--- config.mk ---
export PLATFORM = sky130hd
export DESIGN_NAME = adder_bist
export DESIGN_NICKNAME = d
export VERILOG_FILES = /design/src/rtl/adder_bist.sv
export SDC_FILE = /design/constraint.sdc
export NUM_CORES = 1
export LEC_CHECK = 0
export CAP_MARGIN = 20
export CORE_ASPECT_RATIO = 0.5
export CORE_MARGIN = 4
export CORE_UTILIZATION = 45
export DETAILED_ROUTE_END_ITERATION = 12
export GPL_ROUTABILITY_DRIVEN = 1
export PLACE_DENSITY = 0.72
export SLEW_MARGIN = 20
export SYNTH_ARGS = -nofsm -noshare
export SYNTH_HDL_FRONTEND = slang
export SYNTH_SLANG_ARGS = --single-unit
--- constraint.sdc ---
create_clock -name clk -period 3 [get_ports clk]
set_clock_uncertainty 0.1 [all_clocks]
set_input_delay 0.3 -clock clk [delete_from_list [all_inputs] [get_ports clk]]
set_output_delay 0.3 -clock clk [all_outputs]
set_load 0.02 [all_outputs]
--- src/rtl/adder_bist.sv ---
// adder_bist: exhaustive built-in self-test for a WIDTH-bit adder.
// Sweeps every {cin, a, b} vector onto the adder inputs, samples the adder
// result one cycle later, compares it against cin + a + b and keeps
// pass/fail statistics plus the first failing vector.
module adder_bist #(
  parameter int WIDTH = 8
) (
  input  logic                 clk,
  input  logic                 reset,
  input  logic                 start,
  input  logic                 abort,
  output logic                 dut_cin,
  output logic [WIDTH-1:0]     dut_a,
  output logic [WIDTH-1:0]     dut_b,
  input  logic [WIDTH-1:0]     dut_s,
  input  logic                 dut_cout,
  output logic                 busy,
  output logic                 done,
  output logic                 pass,
  output logic [2*WIDTH+1:0]   err_count,
  output logic [2*WIDTH+1:0]   test_count,
  output logic [2*WIDTH:0]     first_fail,
  output logic [WIDTH:0]       first_got
);

  localparam int VW = 2*WIDTH+1;
  localparam int CW = 2*WIDTH+2;

  typedef enum logic [1:0] {IDLE, RUN, DRAIN, DONE} state_e;

  state_e          state_q;
  logic [VW-1:0]   vec_q;
  logic            busy_q;
  logic            done_q;
  logic [CW-1:0]   err_q;
  logic [CW-1:0]   test_q;
  logic [VW-1:0]   ff_q;
  logic [WIDTH:0]  fg_q;

  // stage-1 sample registers: driving vector and observed {s, cout}
  logic            s1_vld_q;
  logic [VW-1:0]   s1_vec_q;
  logic [WIDTH:0]  s1_got_q;

  logic [WIDTH:0]  exp_d;
  logic [WIDTH:0]  got_d;
  logic            miss_d;

  // stimulus fields come straight from the vector register
  assign {dut_cin, dut_a, dut_b} = vec_q;

  assign busy       = busy_q;
  assign done       = done_q;
  assign pass       = done_q && (err_q == '0);
  assign err_count  = err_q;
  assign test_count = test_q;
  assign first_fail = ff_q;
  assign first_got  = fg_q;

  // stage-2 compare: reference sum from the sampled vector, {cout, s} order
  always_comb begin
    exp_d  = {1'b0, s1_vec_q[2*WIDTH-1:WIDTH]}
           + {1'b0, s1_vec_q[WIDTH-1:0]}
           + {{WIDTH{1'b0}}, s1_vec_q[VW-1]};
    got_d  = {s1_got_q[0], s1_got_q[WIDTH:1]};
    miss_d = (exp_d != got_d);
  end

  // sweep FSM, sample pipeline and result counters
  always_ff @(posedge clk or posedge reset) begin
    if (reset) begin
      state_q  <= IDLE;
      vec_q    <= '0;
      busy_q   <= 1'b0;
      done_q   <= 1'b0;
      err_q    <= '0;
      test_q   <= '0;
      ff_q     <= '0;
      fg_q     <= '0;
      s1_vld_q <= 1'b0;
      s1_vec_q <= '0;
      s1_got_q <= '0;
    end else begin
      // sample whatever is driven; only RUN cycles carry a live vector
      s1_vec_q <= vec_q;
      s1_got_q <= {dut_s, dut_cout};
      s1_vld_q <= (state_q == RUN) && !abort;

      // commit a sampled vector unless the sweep is being aborted
      if (s1_vld_q && !abort) begin
        test_q <= test_q + CW'(1);
        if (miss_d) begin
          err_q <= err_q + CW'(1);
          if (err_q == '0) begin
            ff_q <= s1_vec_q;
            fg_q <= s1_got_q;
          end
        end
      end

      case (state_q)
        IDLE, DONE: begin
          // abort outranks start even when there is nothing to abort
          if (start && !abort) begin
            state_q <= RUN;
            vec_q   <= '0;
            busy_q  <= 1'b1;
            done_q  <= 1'b0;
            err_q   <= '0;
            test_q  <= '0;
            ff_q    <= '0;
            fg_q    <= '0;
          end
        end
        RUN: begin
          if (abort) begin
            state_q <= IDLE;
            busy_q  <= 1'b0;
            vec_q   <= '0;
          end else if (vec_q == {VW{1'b1}}) begin
            // last vector stays on the adder while it drains
            state_q <= DRAIN;
          end else begin
            vec_q <= vec_q + VW'(1);
          end
        end
        DRAIN: begin
          if (abort) begin
            state_q <= IDLE;
            busy_q  <= 1'b0;
            vec_q   <= '0;
          end else if (s1_vld_q) begin
            state_q <= DONE;
            busy_q  <= 1'b0;
            done_q  <= 1'b1;
            vec_q   <= '0;
          end
        end
        default: state_q <= IDLE;
      endcase
    end
  end

endmodule

==> impl_results.md <==
- Maximum clock rate: 313 MHz
- Startpoint type of the worst setup path: flip-flop
- Fraction of final layout cells sized beyond drive strength 1: 12.9%
- Highest ir drop seen on vdd: 0.290 mV
- Cell taking the most area after synthesis: sky130_fd_sc_hd__dfrtp_1
- Actual transition at the worst max-transition pin: 0.888 ns
- TritonRoute pass-1 iters: 4
- Routability-driven placement congestion ratio: 0.915
- First DRT Iteration DRCs: 197
- Startpoint-to-endpoint class of the critical path: flip-flop to flip-flop
- Hold Slack: 0.291 ns
- MaxCap Viol Count: 0
- Master cell of the clock root buffer: sky130_fd_sc_hd__clkbuf_16
- Worst hold path type: primary input to flip-flop
- Number of standard cells after synthesis: 502
- Min cycle time layout: 3.20 ns
- Total number of nets in the final design: 653
- Syn avg cell area: 10.4 sq um
- Syn-to-layout area delta: 35.0%
- Final number of max-transition violations: 0
- Ys flop type: sky130_fd_sc_hd__dfrtp_1
- Boundary pin count: 95
- Number of enable-type register cells in the synthesized netlist: 0
- Asr flop ratio synth: 100%
- Failing checks: setup timing
- Required time reported for the critical path endpoint: 3.13 ns
- Setup repair after global routing missed its margin: true
- CTS HTree Levels: 3
- Aggregate global-route resource usage: 19.9%
- Count of vias placed by the detailed router: 4,126
- Static leakage: 3.09 nW
- Post-detailed-routing wire length: 12,900 um
- Hold buffers post-CTS: 0
- Overall die height: 84.3 um
- Number of fill cells in the layout: 871
- Power density relative to cell area: 557 mW/mm^2
- Clock edge transition at the registers on the reported setup and hold paths: 0.07 ns
- Average routed wire per standard cell: 16.4 um
- Slew Limit Headroom: 40.6%
- Post-detailed-placement half-perimeter wirelength: 9160 um
- CTS buffer count: 9
- Count of synthesis-stage warnings from yosys: 0
- Min setup slack post-route: -0.195 ns
- Run status: finished, violations left
- Global-route wire length before repair: 22,000 um
- DRC Markers: 0
- Synth Cell Area: 0.00524 sq mm
- Placement Setup Slack: -0.238 ns
- Synthesized flop and latch total: 110
- Clock tree from TritonCTS: built
- Count of endpoints failing setup in the final report: 41
- Category of the worst setup path capture point: flip-flop
- Arrival time of the worst setup path: 3.32 ns
- Via count of the first global-routing pass: 4,241
- Largest net degree at the start of global routing: 42
- Count of input and output buffers: 94
- Critical-path maximum fanout: 6
- Initial core utilization: 46.9%
- Maximum count of clock buffers along a single path: 2
- Most frequently used cell type in the post-synthesis netlist: sky130_fd_sc_hd__dfrtp_1
- Share of the synthesized area in the top cell type: 52.5%
- X dimension of the die: 161 um
- Count of different cell masters after synthesis: 47
- Hold violation total from the final report: 0
- Final period util: 107%
- Total gr overflow: 0
- Std-Cell Core Area: 0.0112 sq mm
- Portion of the post-synthesis area used by sequential elements: 52.5%
- Detail-routed via count per cell: 5.24
- Synthesized netlist net count: 531
- Insertion delay to the later sink of the worst-skew pair: 0.35 ns
- Sink count of the clock tree: 110
- Die Outline Area: 0.0135 sq mm
- # diodes: 0
- ANT nets after route: 0
- Ranking of synthesized cells by area: sky130_fd_sc_hd__dfrtp_1 (52%), sky130_fd_sc_hd__nor2_1 (5.4%), sky130_fd_sc_hd__mux2i_1 (5.3%)
- Top cells by instance count after synthesis: sky130_fd_sc_hd__dfrtp_1 (110), sky130_fd_sc_hd__nor2_1 (75), sky130_fd_sc_hd__nand2_1 (33)
- Final TNS setup: -6.47 ns
- Number of placement rows: 27
- Antenna violations before repair: 0
## where the power goes
group / switching [W] / internal, W
combinational: 0.000596 / 0.000508
sequential: 0.000139 / 0.00163
clock: 0.000517 / 0.000557
## flip-flops by register name, summed over array words and instances, names as in the netlist, 2 cells and up
register    count
test_count     18
s1_got_q        9
first_fail     17
vec_q          17
first_got       9
s1_vec_q       17
state_q         2
err_count      18
## path summary, 6_finish.rpt
check                            start              to  slack, ns  cells past startpoint
setup reg to reg           s1_vec_q[0]  first_fail[15]      -0.20                     12
max in group asynchronous        reset     s1_vec_q[4]       1.75                      3
min in group asynchronous        reset    err_count[8]       0.37                      2
hold reg to reg              vec_q[14]    s1_vec_q[14]       0.35                      0
hold / removal                dut_s[6]     s1_got_q[7]       0.29                      1
setup / recovery           s1_vec_q[0]  first_fail[15]      -0.20                     12
## kinds of logic after synthesis
logic type | after synthesis | share of synthesized area [%]
and+or+nand+nor | 189 | 16.8
muxes | 30 | 5.77
xor gates and xnor gates | 41 | 6.85
DFF | 110 | 52.5
adders and majority gates | 16 | 4.10
AOI/OAI and AO/OA | 86 | 11.4
buffers and inverters | 30 | 2.60
## worst max-delay path, cell delays in order (launching register included)
cell and delay, ns:
sky130_fd_sc_hd__dfrtp_1 0.40, sky130_fd_sc_hd__fa_2 0.42, sky130_fd_sc_hd__fa_2 0.38, sky130_fd_sc_hd__a211o_1 0.31, sky130_fd_sc_hd__a311o_1 0.33, sky130_fd_sc_hd__nand4_1 0.15, sky130_fd_sc_hd__a2111oi_4 0.05, sky130_fd_sc_hd__buf_6 0.15
sky130_fd_sc_hd__a211oi_4 0.21, sky130_fd_sc_hd__buf_6 0.18, sky130_fd_sc_hd__buf_8 0.14, sky130_fd_sc_hd__mux2i_1 0.19, sky130_fd_sc_hd__nor2_1 0.06
## layer usage
| metal | wire length (um) | track usage (%) |
|---|---|---|
| met2 | 5890 | 30.7 |
| met5 | 0 | 0 |
| met4 | 72 | 4.45 |
| met3 | 537 | 4.36 |
| met1 | 6410 | 29.0 |
## repair_timing
item                                    4_1_cts  5_1_grt
cloned                                        2        1
endpoints found under the setup margin       44       44
gates resized for setup                      14       30
pin swaps                                     3       10
buffers inserted                              3        5
## cell type report
| type | instances | area, sq um | area share (%) |
|---|---|---|---|
| Sequential cell | 110 | 2750 | 38.9 |
| Multi-Input combinational cell | 362 | 2490 | 35.1 |
| Timing Repair Buffer | 125 | 1320 | 18.6 |
| Clock buffer | 11 | 233 | 3.29 |
| Tap cell | 159 | 199 | 2.81 |
| Inverter | 16 | 63.8 | 0.901 |
| Clock inverter | 4 | 25.0 | 0.353 |
## cells in the final DEF, fill, tap and decap left out, types with 3 or more instances in the layout
| master | synthesis | layout |
|---|---|---|
| sky130_fd_sc_hd__clkbuf_16 | 0 | 10 |
| sky130_fd_sc_hd__a21oi_1 | 26 | 21 |
| sky130_fd_sc_hd__buf_8 | 0 | 4 |
| sky130_fd_sc_hd__buf_4 | 0 | 16 |
| sky130_fd_sc_hd__and3_1 | 8 | 8 |
| sky130_fd_sc_hd__a21o_1 | 4 | 4 |
| sky130_fd_sc_hd__nor2_1 | 75 | 74 |
| sky130_fd_sc_hd__a21oi_2 | 0 | 4 |
| sky130_fd_sc_hd__a211oi_2 | 3 | 9 |
| sky130_fd_sc_hd__nor4_1 | 6 | 6 |
| sky130_fd_sc_hd__nor3_1 | 9 | 9 |
| sky130_fd_sc_hd__buf_6 | 3 | 3 |
| sky130_fd_sc_hd__dfrtp_1 | 110 | 110 |
| sky130_fd_sc_hd__clkinvlp_4 | 0 | 3 |
| sky130_fd_sc_hd__a211oi_1 | 12 | 3 |
| sky130_fd_sc_hd__inv_1 | 16 | 15 |
| sky130_fd_sc_hd__clkdlybuf4s50_1 | 0 | 94 |
| sky130_fd_sc_hd__nand4_1 | 9 | 9 |
| sky130_fd_sc_hd__buf_12 | 0 | 7 |
| sky130_fd_sc_hd__nand2b_1 | 5 | 5 |
| sky130_fd_sc_hd__nand2_1 | 33 | 32 |
| sky130_fd_sc_hd__a211oi_4 | 0 | 3 |
| sky130_fd_sc_hd__or2_2 | 3 | 3 |
| sky130_fd_sc_hd__a31o_2 | 5 | 5 |
| sky130_fd_sc_hd__or3_1 | 10 | 10 |
| sky130_fd_sc_hd__nand3_1 | 23 | 23 |
| sky130_fd_sc_hd__xnor2_1 | 24 | 23 |
| sky130_fd_sc_hd__o21ai_0 | 17 | 15 |
| sky130_fd_sc_hd__mux2i_1 | 28 | 28 |
| sky130_fd_sc_hd__ha_1 | 14 | 14 |
| sky130_fd_sc_hd__xor2_1 | 17 | 16 |
| sky130_fd_sc_hd__a211o_1 | 3 | 3 |
## stage by stage
step                instance area (sq um)  instances  power (W)  utilization (%)
floorplan                            5260        502    0.00238                -
global placement                     6550        763    0.00282             58.6
detailed placement                   6550        763    0.00283             58.6
CTS                                  6890        783    0.00395             61.6
global route                         7080        787    0.00416             63.3
finish                               7080        787    0.00395             63.3
Power figures use the tool's default switching activity.
